File: src/rtl/pipeline_hazard_ctrl_pkg.sv
// Shared definitions for the pipeline hazard controller: MULT/DIV FSM
// encodings, register index width and default unit latencies.
package pipeline_hazard_ctrl_pkg;

    // GPR index width (rs/rt/rd fields)
    localparam int REG_IDX_W = 5;

    // Default cycles from MULT/DIV accept until HI/LO is valid
    localparam int MULT_LAT_DEF = 4;
    localparam int DIV_LAT_DEF  = 32;

    // MULT/DIV sequencer states; 2'd3 is unused and recovers to IDLE
    typedef enum logic [1:0] {
        MD_IDLE = 2'd0,
        MD_BUSY = 2'd1,
        MD_DONE = 2'd2
    } md_state_e;

endpackage

File: src/rtl/pipeline_hazard_ctrl_if.sv
// Bundle of the ID/EX hazard inputs and the stage-register control outputs
// exchanged between the pipeline datapath and the hazard controller.
interface pipeline_hazard_ctrl_if
    import pipeline_hazard_ctrl_pkg::*;
#(
    parameter int CNT_W = 32
);
    logic [REG_IDX_W-1:0] idRs;
    logic [REG_IDX_W-1:0] idRt;
    logic                 idUsesRs;
    logic                 idUsesRt;
    logic                 exMemRead;
    logic [REG_IDX_W-1:0] exWriteReg;
    logic                 exBranchTaken;
    logic                 idMulDivStart;
    logic                 idIsDiv;
    logic                 idReadsHiLo;
    logic                 pcStall;
    logic                 ifidStall;
    logic                 ifidFlush;
    logic                 idexFlush;
    logic                 mdStart;
    logic                 mdBusy;
    logic                 mdDone;
    logic [CNT_W-1:0]     stallCycles;
    logic [CNT_W-1:0]     flushCount;

    // Datapath side: drives pipeline state, consumes controls
    modport master (
        output idRs, idRt, idUsesRs, idUsesRt, exMemRead, exWriteReg,
               exBranchTaken, idMulDivStart, idIsDiv, idReadsHiLo,
        input  pcStall, ifidStall, ifidFlush, idexFlush, mdStart, mdBusy,
               mdDone, stallCycles, flushCount
    );

    // Controller side
    modport slave (
        input  idRs, idRt, idUsesRs, idUsesRt, exMemRead, exWriteReg,
               exBranchTaken, idMulDivStart, idIsDiv, idReadsHiLo,
        output pcStall, ifidStall, ifidFlush, idexFlush, mdStart, mdBusy,
               mdDone, stallCycles, flushCount
    );

endinterface

File: src/rtl/pipeline_hazard_ctrl_md_sequencer.sv
// MULT/DIV sequencer: accept decision, IDLE/BUSY/DONE FSM and the latency
// down-counter that times the unit until HI/LO is written.
module pipeline_hazard_ctrl_md_sequencer
    import pipeline_hazard_ctrl_pkg::*;
#(
    parameter int MULT_LAT = MULT_LAT_DEF,
    parameter int DIV_LAT  = DIV_LAT_DEF
)(
    input  logic clk,
    input  logic rstN,
    input  logic start_req_s,
    input  logic is_div_s,
    input  logic hazard_stall_s,
    input  logic redirect_s,
    output logic accept_s,
    output logic busy_s,
    output logic done_s,
    output logic idle_s
);

    localparam int CW = $clog2(DIV_LAT) + 1;
    localparam logic [CW-1:0] MULT_RELOAD = CW'(MULT_LAT - 1);
    localparam logic [CW-1:0] DIV_RELOAD  = CW'(DIV_LAT - 1);

    md_state_e     state_q, state_d;
    logic [CW-1:0] cnt_q, cnt_d;
    logic [CW-1:0] reload_s;

    assign busy_s   = (state_q == MD_BUSY);
    assign done_s   = (state_q == MD_DONE);
    assign idle_s   = (state_q == MD_IDLE);
    assign reload_s = is_div_s ? DIV_RELOAD : MULT_RELOAD;
    // A new op may enter in IDLE or in the DONE cycle; never while reset is held
    assign accept_s = start_req_s & ~hazard_stall_s & ~redirect_s & ~busy_s & rstN;

    // Next-state and latency counter update
    always_comb begin
        state_d = state_q;
        cnt_d   = cnt_q;
        case (state_q)
            MD_IDLE: begin
                if (accept_s) begin
                    state_d = MD_BUSY;
                    cnt_d   = reload_s;
                end else begin
                    state_d = MD_IDLE;
                end
            end
            MD_BUSY: begin
                if (cnt_q == {CW{1'b0}}) begin
                    state_d = MD_DONE;
                end else begin
                    cnt_d = cnt_q - CW'(1);
                end
            end
            MD_DONE: begin
                if (accept_s) begin
                    state_d = MD_BUSY;
                    cnt_d   = reload_s;
                end else begin
                    state_d = MD_IDLE;
                    cnt_d   = {CW{1'b0}};
                end
            end
            default: begin
                state_d = MD_IDLE;
                cnt_d   = {CW{1'b0}};
            end
        endcase
    end

    // FSM and counter registers; reset aborts any op in flight
    always_ff @(posedge clk or negedge rstN) begin
        if (!rstN) begin
            state_q <= MD_IDLE;
            cnt_q   <= {CW{1'b0}};
        end else begin
            state_q <= state_d;
            cnt_q   <= cnt_d;
        end
    end

endmodule

File: src/rtl/pipeline_hazard_ctrl.sv
// Hazard controller for the 5-stage pipeline: load-use, HI/LO and MULT/DIV
// structural stalls, branch flushes, and stall/flush performance counters.
module pipeline_hazard_ctrl
    import pipeline_hazard_ctrl_pkg::*;
#(
    parameter int MULT_LAT = MULT_LAT_DEF,
    parameter int DIV_LAT  = DIV_LAT_DEF,
    parameter int CNT_W    = 32
)(
    input  logic                   clk,
    input  logic                   rstN,
    pipeline_hazard_ctrl_if.slave  hz
);

    logic             load_use_s, hilo_haz_s, md_struct_s, stall_s;
    logic             accept_s, busy_s, done_s, idle_s;
    logic [CNT_W-1:0] stall_cycles_q, stall_cycles_d;
    logic [CNT_W-1:0] flush_count_q, flush_count_d;

    assign load_use_s = hz.exMemRead & (hz.exWriteReg != {REG_IDX_W{1'b0}}) &
                        ((hz.idUsesRs & (hz.idRs == hz.exWriteReg)) |
                         (hz.idUsesRt & (hz.idRt == hz.exWriteReg)));
    assign hilo_haz_s  = hz.idReadsHiLo & ~idle_s;
    assign md_struct_s = hz.idMulDivStart & busy_s;
    assign stall_s     = load_use_s | hilo_haz_s | md_struct_s;

    // A redirect discards the stalled wrong-path instruction instead of holding it
    assign hz.pcStall   = stall_s & ~hz.exBranchTaken;
    assign hz.ifidStall = stall_s & ~hz.exBranchTaken;
    assign hz.ifidFlush = hz.exBranchTaken;
    assign hz.idexFlush = stall_s | hz.exBranchTaken;
    assign hz.mdStart   = accept_s;
    assign hz.mdBusy    = busy_s;
    assign hz.mdDone    = done_s;
    assign hz.stallCycles = stall_cycles_q;
    assign hz.flushCount  = flush_count_q;

    pipeline_hazard_ctrl_md_sequencer #(
        .MULT_LAT (MULT_LAT),
        .DIV_LAT  (DIV_LAT)
    ) u_md_seq (
        .clk            (clk),
        .rstN           (rstN),
        .start_req_s    (hz.idMulDivStart),
        .is_div_s       (hz.idIsDiv),
        .hazard_stall_s (stall_s),
        .redirect_s     (hz.exBranchTaken),
        .accept_s       (accept_s),
        .busy_s         (busy_s),
        .done_s         (done_s),
        .idle_s         (idle_s)
    );

    // Performance counter increments; both wrap freely
    always_comb begin
        stall_cycles_d = stall_cycles_q;
        flush_count_d  = flush_count_q;
        if (stall_s) begin
            stall_cycles_d = stall_cycles_q + {{(CNT_W-1){1'b0}}, 1'b1};
        end else begin
            stall_cycles_d = stall_cycles_q;
        end
        if (hz.exBranchTaken) begin
            flush_count_d = flush_count_q + {{(CNT_W-1){1'b0}}, 1'b1};
        end else begin
            flush_count_d = flush_count_q;
        end
    end

    // Performance counter registers
    always_ff @(posedge clk or negedge rstN) begin
        if (!rstN) begin
            stall_cycles_q <= {CNT_W{1'b0}};
            flush_count_q  <= {CNT_W{1'b0}};
        end else begin
            stall_cycles_q <= stall_cycles_d;
            flush_count_q  <= flush_count_d;
        end
    end

endmodule

File: src/flat_wrapper.sv
// flat-port wrapper written by rule: the top's interface ports become plain ports
module pipeline_hazard_ctrl_flat import pipeline_hazard_ctrl_pkg::*;
#(
    parameter int MULT_LAT = MULT_LAT_DEF,
    parameter int DIV_LAT  = DIV_LAT_DEF,
    parameter int CNT_W    = 32
)
  (clk, rstN, hz_idRs, hz_idRt, hz_idUsesRs, hz_idUsesRt, hz_exMemRead, hz_exWriteReg, hz_exBranchTaken, hz_idMulDivStart, hz_idIsDiv, hz_idReadsHiLo, hz_pcStall, hz_ifidStall, hz_ifidFlush, hz_idexFlush, hz_mdStart, hz_mdBusy, hz_mdDone, hz_stallCycles, hz_flushCount);
  pipeline_hazard_ctrl_if #(.CNT_W(CNT_W)) hz_i ();
  input  logic clk;
  input  logic rstN;
  input wire logic [$bits(hz_i.idRs)-1:0] hz_idRs;
  input wire logic [$bits(hz_i.idRt)-1:0] hz_idRt;
  input wire logic [$bits(hz_i.idUsesRs)-1:0] hz_idUsesRs;
  input wire logic [$bits(hz_i.idUsesRt)-1:0] hz_idUsesRt;
  input wire logic [$bits(hz_i.exMemRead)-1:0] hz_exMemRead;
  input wire logic [$bits(hz_i.exWriteReg)-1:0] hz_exWriteReg;
  input wire logic [$bits(hz_i.exBranchTaken)-1:0] hz_exBranchTaken;
  input wire logic [$bits(hz_i.idMulDivStart)-1:0] hz_idMulDivStart;
  input wire logic [$bits(hz_i.idIsDiv)-1:0] hz_idIsDiv;
  input wire logic [$bits(hz_i.idReadsHiLo)-1:0] hz_idReadsHiLo;
  output wire logic [$bits(hz_i.pcStall)-1:0] hz_pcStall;
  output wire logic [$bits(hz_i.ifidStall)-1:0] hz_ifidStall;
  output wire logic [$bits(hz_i.ifidFlush)-1:0] hz_ifidFlush;
  output wire logic [$bits(hz_i.idexFlush)-1:0] hz_idexFlush;
  output wire logic [$bits(hz_i.mdStart)-1:0] hz_mdStart;
  output wire logic [$bits(hz_i.mdBusy)-1:0] hz_mdBusy;
  output wire logic [$bits(hz_i.mdDone)-1:0] hz_mdDone;
  output wire logic [$bits(hz_i.stallCycles)-1:0] hz_stallCycles;
  output wire logic [$bits(hz_i.flushCount)-1:0] hz_flushCount;
  assign hz_i.idRs = hz_idRs;
  assign hz_i.idRt = hz_idRt;
  assign hz_i.idUsesRs = hz_idUsesRs;
  assign hz_i.idUsesRt = hz_idUsesRt;
  assign hz_i.exMemRead = hz_exMemRead;
  assign hz_i.exWriteReg = hz_exWriteReg;
  assign hz_i.exBranchTaken = hz_exBranchTaken;
  assign hz_i.idMulDivStart = hz_idMulDivStart;
  assign hz_i.idIsDiv = hz_idIsDiv;
  assign hz_i.idReadsHiLo = hz_idReadsHiLo;
  assign hz_pcStall = hz_i.pcStall;
  assign hz_ifidStall = hz_i.ifidStall;
  assign hz_ifidFlush = hz_i.ifidFlush;
  assign hz_idexFlush = hz_i.idexFlush;
  assign hz_mdStart = hz_i.mdStart;
  assign hz_mdBusy = hz_i.mdBusy;
  assign hz_mdDone = hz_i.mdDone;
  assign hz_stallCycles = hz_i.stallCycles;
  assign hz_flushCount = hz_i.flushCount;
  pipeline_hazard_ctrl #(.MULT_LAT(MULT_LAT), .DIV_LAT(DIV_LAT), .CNT_W(CNT_W)) u_core (.clk(clk), .rstN(rstN), .hz(hz_i));
endmodule
File: config.mk
export PLATFORM = sky130hd
export DESIGN_NAME = pipeline_hazard_ctrl_flat
export DESIGN_NICKNAME = d
export VERILOG_FILES = /design/src/rtl/pipeline_hazard_ctrl_pkg.sv /design/src/rtl/pipeline_hazard_ctrl_if.sv /design/src/rtl/pipeline_hazard_ctrl_md_sequencer.sv /design/src/rtl/pipeline_hazard_ctrl.sv /design/src/flat_wrapper.sv
export SDC_FILE = /design/constraint.sdc
export NUM_CORES = 1
export LEC_CHECK = 0
export ABC_CLOCK_PERIOD_IN_PS = 2600
export CORE_UTILIZATION = 45
export DETAILED_ROUTE_END_ITERATION = 8
export GPL_ROUTABILITY_DRIVEN = 0
export HOLD_SLACK_MARGIN = 0.12
export PLACE_DENSITY_LB_ADDON = 0.15
export SLEW_MARGIN = 10
export SYNTH_ARGS = -nofsm -noshare
export SYNTH_HDL_FRONTEND = slang
export SYNTH_SLANG_ARGS = --single-unit
File: constraint.sdc
create_clock -name clk -period 2.6 [get_ports clk]
set_input_delay 0.52 -clock clk [delete_from_list [all_inputs] [get_ports clk]]
set_output_delay 0.52 -clock clk [all_outputs]
set_load 0.02 [all_outputs]
==> results of run 1 <==
-- sequential cells by signal, summed over array words and instances, names as in the netlist --
signal                   cells
u_core.u_md_seq.cnt_q        6
u_core.hz.flushCount        32
u_core.u_md_seq.state_q      2
u_core.hz.stallCycles       32
-- worst paths after layout --
| kind | from | to | depth (start not counted) |
|---|---|---|---|
| hold / removal | rstN | u_core.hz.stallCycles[16]$_DFFE_PN0P_ | 2 |
| min in group clk | u_core.hz.stallCycles[21]$_DFFE_PN0P_ | u_core.hz.stallCycles[21]$_DFFE_PN0P_ | 1 |
| max in group asynchronous | rstN | u_core.hz.stallCycles[20]$_DFFE_PN0P_ | 2 |
| hold reg to reg | u_core.hz.stallCycles[21]$_DFFE_PN0P_ | u_core.hz.stallCycles[21]$_DFFE_PN0P_ | 1 |
| setup / recovery | hz_exWriteReg[2] | hz_idexFlush | 7 |
| setup reg to reg | u_core.hz.stallCycles[3]$_DFFE_PN0P_ | u_core.hz.stallCycles[26]$_DFFE_PN0P_ | 6 |
-- worst register-to-register path, cell delays in order (launching register included) --
cell	delay, ps
dfrtp_1	530
nand4_2	240
or4_1	570
buf_4	230
o21a_1	210
a311oi_1	270
o311ai_1	160
-- metal layers --
metal | wire length (um) | share of wire, % | vias up
li1 | - | - | 2033
met1 | 5572 | 45 | 2048
met2 | 5828 | 48 | 163
met3 | 715 | 5.8 | 19
met4 | 137 | 1.1 | 0
met5 | 0 | 0 | -
-- cell families after synthesis --
family                   Yosys count  share of synthesized area, %
buffers and inverters             49                         4.667
AO/OA/AOI/OAI                     86                         14.29
XOR/XNOR                          54                         10.76
AND/OR/NAND/NOR                  229                         27.72
adder cells (fa/ha/maj)            3                        0.8538
flip-flops                        72                         40.98
multiplexers                       3                        0.7399
-- layout make-up --
type | count | area [um^2] | area share, %
clock buffers | 10 | 127.6 | 2.175
clock inverters | 6 | 115.1 | 1.962
inverters | 13 | 48.80 | 0.8316
multi-input cells | 375 | 2427 | 41.36
flip-flops and latches | 72 | 1802 | 30.70
well taps | 129 | 161.4 | 2.751
repair buffers | 127 | 1186 | 20.21
-- placed cells by master, fill, tap and decap left out, types with 4 or more instances in the layout --
master / Yosys / layout
o311ai_1: 4 / 4
a31oi_1: 7 / 7
a21oi_1: 8 / 7
clkdlybuf4s50_1: 0 / 83
o211ai_1: 12 / 12
and3_1: 6 / 6
nor3_1: 19 / 18
and4_1: 12 / 12
nor2b_1: 4 / 4
nor2_1: 37 / 34
nand2b_1: 7 / 7
and2_1: 9 / 9
xor2_1: 13 / 13
dfrtp_1: 72 / 72
o21a_1: 6 / 6
inv_1: 13 / 13
o311ai_0: 6 / 6
a211oi_1: 8 / 8
buf_4: 2 / 35
o21ai_0: 11 / 11
nand3_1: 31 / 31
nor4_1: 21 / 21
dlygate4sd2_1: 0 / 5
xnor2_1: 41 / 40
nand2_1: 45 / 45
nand4_1: 24 / 24
clkbuf_8: 0 / 9
-- power groups by stage --
stage,Sequential (mW),Clock [mW],Combinational [mW]
after floorplan,1.81,0,1.63
after global placement,1.66,0,2.67
after detailed placement,1.68,0,2.74
after CTS,1.66,1.11,2.74
after global routing,1.71,1.16,3.04
final,1.67,1.09,2.77
-- what timing repair did --
action | in CTS | in global routing
buffers inserted | 1 | 0
resized for setup | 27 | 6
pin swaps | 8 | 9
setup endpoints to repair | 4 | 4
-- per-stage QoR --
step                instance area, um^2  hold slack (ps)  TNS [ps]  cells
floorplan                          4400            224.4         0    496
global placement                   5603            458.8     -2839    715
detailed placement                 5603            479.5     -3904    715
CTS                                5848            466.1         0    732
global route                       5868            511.9         0    732
finish                             5868            398.6         0    732
==> flow_summary.yaml, run 1 <==
routing:
  drc: 0
  via_per_inst: 5.824
  drt_iter0_markers: 328
  routed_wl_um: 12250
  drtAntennaViolNets: 0
  wl_per_cell_um: 16.74
  num_vias: 4263
  drt-pass1-iter-count: 5
floorplan:
  die_h_um: 100.8
  die_area_um2: 10170
  coreArea_um2: 9371
  die_w_um: 100.8
  num_rows: 35
  ios: 95
  start_util_pct: 46.92
clock_network:
  clk_latency_ps: 350
  postCtsHoldBufs: 0
  cts_sinks: 72
  ctsHtreeMaxLevel: 3
  clk_pin_slew_ps: 80
  cts_tree: "done"
  cts_buffer_depth: 2
  cts_buffers: 9
  root_buffer: "clkbuf_8"
grt:
  antenna_found_initial: 0
  busiest_layer: "met2"
  grt_pass1_wl_um: 19560
  grt_pass1_vias: 4016
  grt_overflow: 0
  track_usage_pct: 24.47
  met3_usage_pct: 3.398
  grt_max_degree: 73
  use_met1_pct: 33.02
  use_met2_pct: 40.78
synthesis:
  synth_area_um2: 4397
  synth_top_area_share_pct: 40.98
  ys_seq_area_share_pct: 40.98
  synth.distinct_cells: 56
  yosys_warnings: 0
  synth_cells: 496
  synth.avg_cell_area_um2: 8.864
  yosysTopAreaCell: "dfrtp_1"
  yosys_most_used_dff: "dfrtp_1"
  synth_edf_count: 0
  synth_most_common_cell: "dfrtp_1"
  synth_area_leaders: "dfrtp_1 (41%), xnor2_1 (8.2%), nand2_1 (3.8%)"
  netlist_top_cells_count: "dfrtp_1 (72), nand2_1 (45), xnor2_1 (41), nor2_1 (37), nand3_1 (31)"
  synth_fp_nets: 523
  ys_ff_latch: 72
  async_reset_ff_share_pct: 100.0
sta:
  tightest_slew_ps: 966.8
  clock-skew-final_ps: 13.27
  maxSlewViolCount: 0
  hold_viol: 0
  setup_ws_ps: 64.73
  fmax_mhz: 394.4
  timing.final.crit_share_pct: 97.51
  min_period_ps: 2535
  grt_setup_unrepaired: "false"
  final-setup-viol-count: 0
  relSlewSlack_pct: 35.55
setup_path:
  path_class: "in2out"
  regToRegSetupSlack_ps: 260
  crit_fanout: 3
  critPathSlowestCell: "or4_4"
  arrival_ps: 2020
  required_ps: 2080
  critPathBufInv: 3
  crit_family: "simple AND/OR/NAND/NOR gates"
  end_kind: "output port"
  max_stage_delay_ps: 550
  startpoint_type: "primary input"
  critical_path.cell_chain: "dlygate4sd2_1 > or4_4 > o21a_1 > a21oi_2 > buf_6 > nand2b_1 > buf_4"
cells_and_area:
  post-route-util_pct: 62.62
  final.fill_count: 830
  drive_above_1_share_pct: 11.28
  syn_to_final_growth_pct: 33.47
  final_nets: 625
  antennaDiodeCount: 0
power_and_ir_drop:
  power_frac_seq_pct: 30.1
  power_density_nw_per_um2: 942.3
  p_comb_share_pct: 50.1
  switching_power_mw: 2.347
  p_leak_nw: 2.346
  p_int_mw: 3.183
  total_power_mw: 5.530
  irDropWorstVdd_mv: 0.5953
  swShare_pct: 42.44
  p_clk_share_pct: 19.8
placed_design:
  dp_hpwl_um: 8320
  dpl_worst_slack_ps: -712.2
  port_buffers: 94
outcome:
  outcome: "complete, no violations"
run:
  drv_cap: 0
min_path:
  holdCritPathClass: "in2async"
Note: power is estimated with default switching activity, not from simulation.
==> run 2: changes to the inputs <==
- CELL_PAD_IN_SITES_DETAIL_PLACEMENT: default -> 0
- CELL_PAD_IN_SITES_GLOBAL_PLACEMENT: default -> 1
- CORE_UTILIZATION: 45 -> 38
==> flow_summary.yaml, run 2 (synthesis results as in run 1) <==
sta:
  timing.final.crit_share_pct: 98.46
  setup_tns_ps: 0
  grt_setup_unrepaired: "true"
  final-setup-viol-count: 0
  relSlewSlack_pct: 36.56
  clock-skew-final_ps: 7.296
  min_period_ps: 2560
  hold_viol: 0
  fmax_mhz: 390.6
  maxSlewViolCount: 0
  fin_hold_ws_ps: 420.3
  tightest_slew_ps: 951.6
routing:
  drt-pass1-iter-count: 4
  num_vias: 4261
  via_per_inst: 5.704
  wl_per_cell_um: 16.77
  drtAntennaViolNets: 0
  drt_iter0_markers: 292
  routed_wl_um: 12530
  drc: 0
grt:
  grt_pass1_wl_um: 20660
  antenna_found_initial: 0
  grt_pass1_vias: 4069
  track_usage_pct: 22.12
  grt_overflow: 0
  grt_max_degree: 73
setup_path:
  critPathBufInv: 3
  critPathMostFrequentCell: "buf_4"
  startpoint_type: "primary input"
  crit_fanout: 2
  critPathSlowestCell: "clkdlybuf4s50_1"
  path_class: "in2out"
  required_ps: 2080
  critical_path.cell_chain: "clkdlybuf4s50_1 > xnor2_1 > nand4_1 > o22a_1 > nor2_2 > nor3_1 > buf_4 > buf_4"
  crit_family: "buffers and inverters"
  arrival_ps: 2040
  max_stage_delay_ps: 490
  end_kind: "output port"
power_and_ir_drop:
  switching_power_mw: 2.430
  p_leak_nw: 2.378
  swShare_pct: 42.25
  power_frac_seq_pct: 28.8
  p_comb_share_pct: 48.9
  p_int_mw: 3.321
  power_density_nw_per_um2: 964.3
  p_clk_share_pct: 22.3
  irDropWorstVdd_mv: 0.5326
cells_and_area:
  syn_to_final_growth_pct: 35.66
  final_nets: 629
  antennaDiodeCount: 0
  multi_input_area_um2: 2415
  final.fill_count: 1040
  design_area_um2: 5964
  layout_commonest_cell: "clkdlybuf4s50_1"
  seqCellArea_um2: 1802
  drive_above_1_share_pct: 11.70
  layout_common_cells: "clkdlybuf4s50_1 (84), dfrtp_1 (72), nand2_1 (45)"
  post-route-util_pct: 53.84
clock_network:
  cts_tree: "done"
  ctsHtreeMaxLevel: 3
  cts_sinks: 72
  clk_latency_ps: 340
  postCtsHoldBufs: 0
  clk_pin_slew_ps: 60
  cts_buffer_depth: 2
  root_buffer: "clkbuf_16"
  cts_buffers: 9
floorplan:
  ios: 95
  num_rows: 38
  die_h_um: 109.6
  die_w_um: 109.6
  die_area_um2: 12000
  start_util_pct: 39.69
  coreArea_um2: 11080
run:
  drv_cap: 0
outcome:
  outcome: "complete, no violations"
min_path:
  holdCritPathClass: "in2async"
placed_design:
  place_area_um2: 5639
  port_buffers: 94
  dp_hpwl_um: 8673
-- run 2: cell types whose count changed in the layout (fill, tap and decap cells not counted), moves of 2 or more --
cell             change
clkdlybuf4s15_1      +2
clkbuf_16            +9
clkbuf_8             -9
buf_4                +5
dlygate4sd2_1        -2
bufinv_16            -2
clkinv_4             +2
-- run 2: stage by stage --
stage / power [mW] / worst slack, ps / cells
2_1_floorplan: 3.431 / 59.15 / 496
3_3_place_gp: 4.412 / -606.6 / 729
3_5_place_dp: 4.475 / -632.3 / 729
4_1_cts: 5.784 / -0.7361 / 746
5_1_grt: 6.144 / -19.76 / 747
6_report: 5.751 / 39.98 / 747
-- run 2: repair_timing --
| action | 4_1_cts | 5_1_grt |
|---|---|---|
| endpoints found under the setup margin | 4 | 3 |
| resized for setup | 31 | 2 |
| pin swaps | 6 | 5 |
| setup buffers | 1 | 1 |
-- run 2: final cells by class --
cell class / instances / share of cell area, %
Multi-Input combinational cell: 375 / 40.49
Inverter: 13 / 0.8181
Clock buffer: 9 / 3.776
Tap cell: 140 / 2.937
Clock inverter: 7 / 1.343
Sequential cell: 72 / 30.21
Timing Repair Buffer: 131 / 20.43
-- run 2: per-layer routing --
layer	global-route usage (%)	routed length, um
met5	0	0
met2	35.40	5961
met3	2.371	452
met4	8.190	151
met1	30.78	5963
-- run 2: path summary, 6_finish.rpt --
path / from / end / slack [ps] / cells past startpoint
setup reg to reg: u_core.u_md_seq.cnt_q[0]$_DFFE_PN0P_ / u_core.u_md_seq.cnt_q[5]$_DFFE_PN0P_ / 290 / 8
hold reg to reg: u_core.hz.flushCount[31]$_DFFE_PN0P_ / u_core.hz.flushCount[31]$_DFFE_PN0P_ / 480 / 1
setup / recovery: hz_idRs[3] / hz_mdStart / 40 / 8
max in group asynchronous: rstN / u_core.hz.stallCycles[17]$_DFFE_PN0P_ / 1540 / 2
hold / removal: rstN / u_core.u_md_seq.cnt_q[1]$_DFFE_PN0P_ / 420 / 2
min in group clk: u_core.hz.flushCount[31]$_DFFE_PN0P_ / u_core.hz.flushCount[31]$_DFFE_PN0P_ / 480 / 1
-- run 2: power by group through the flow --
stage,logic (mW),registers (mW),clock network [mW]
2_1_floorplan,1.63,1.81,0
3_3_place_gp,2.75,1.66,0
3_5_place_dp,2.80,1.67,0
4_1_cts,2.82,1.65,1.31
5_1_grt,3.09,1.70,1.35
6_report,2.81,1.66,1.28
==> run 3: changes to the inputs <==
- CAP_MARGIN: default -> 10
- CTS_CLUSTER_SIZE: default -> 30
==> results of run 3 <==
No change in the layout: final DEF, timing and power equal those of run 2.
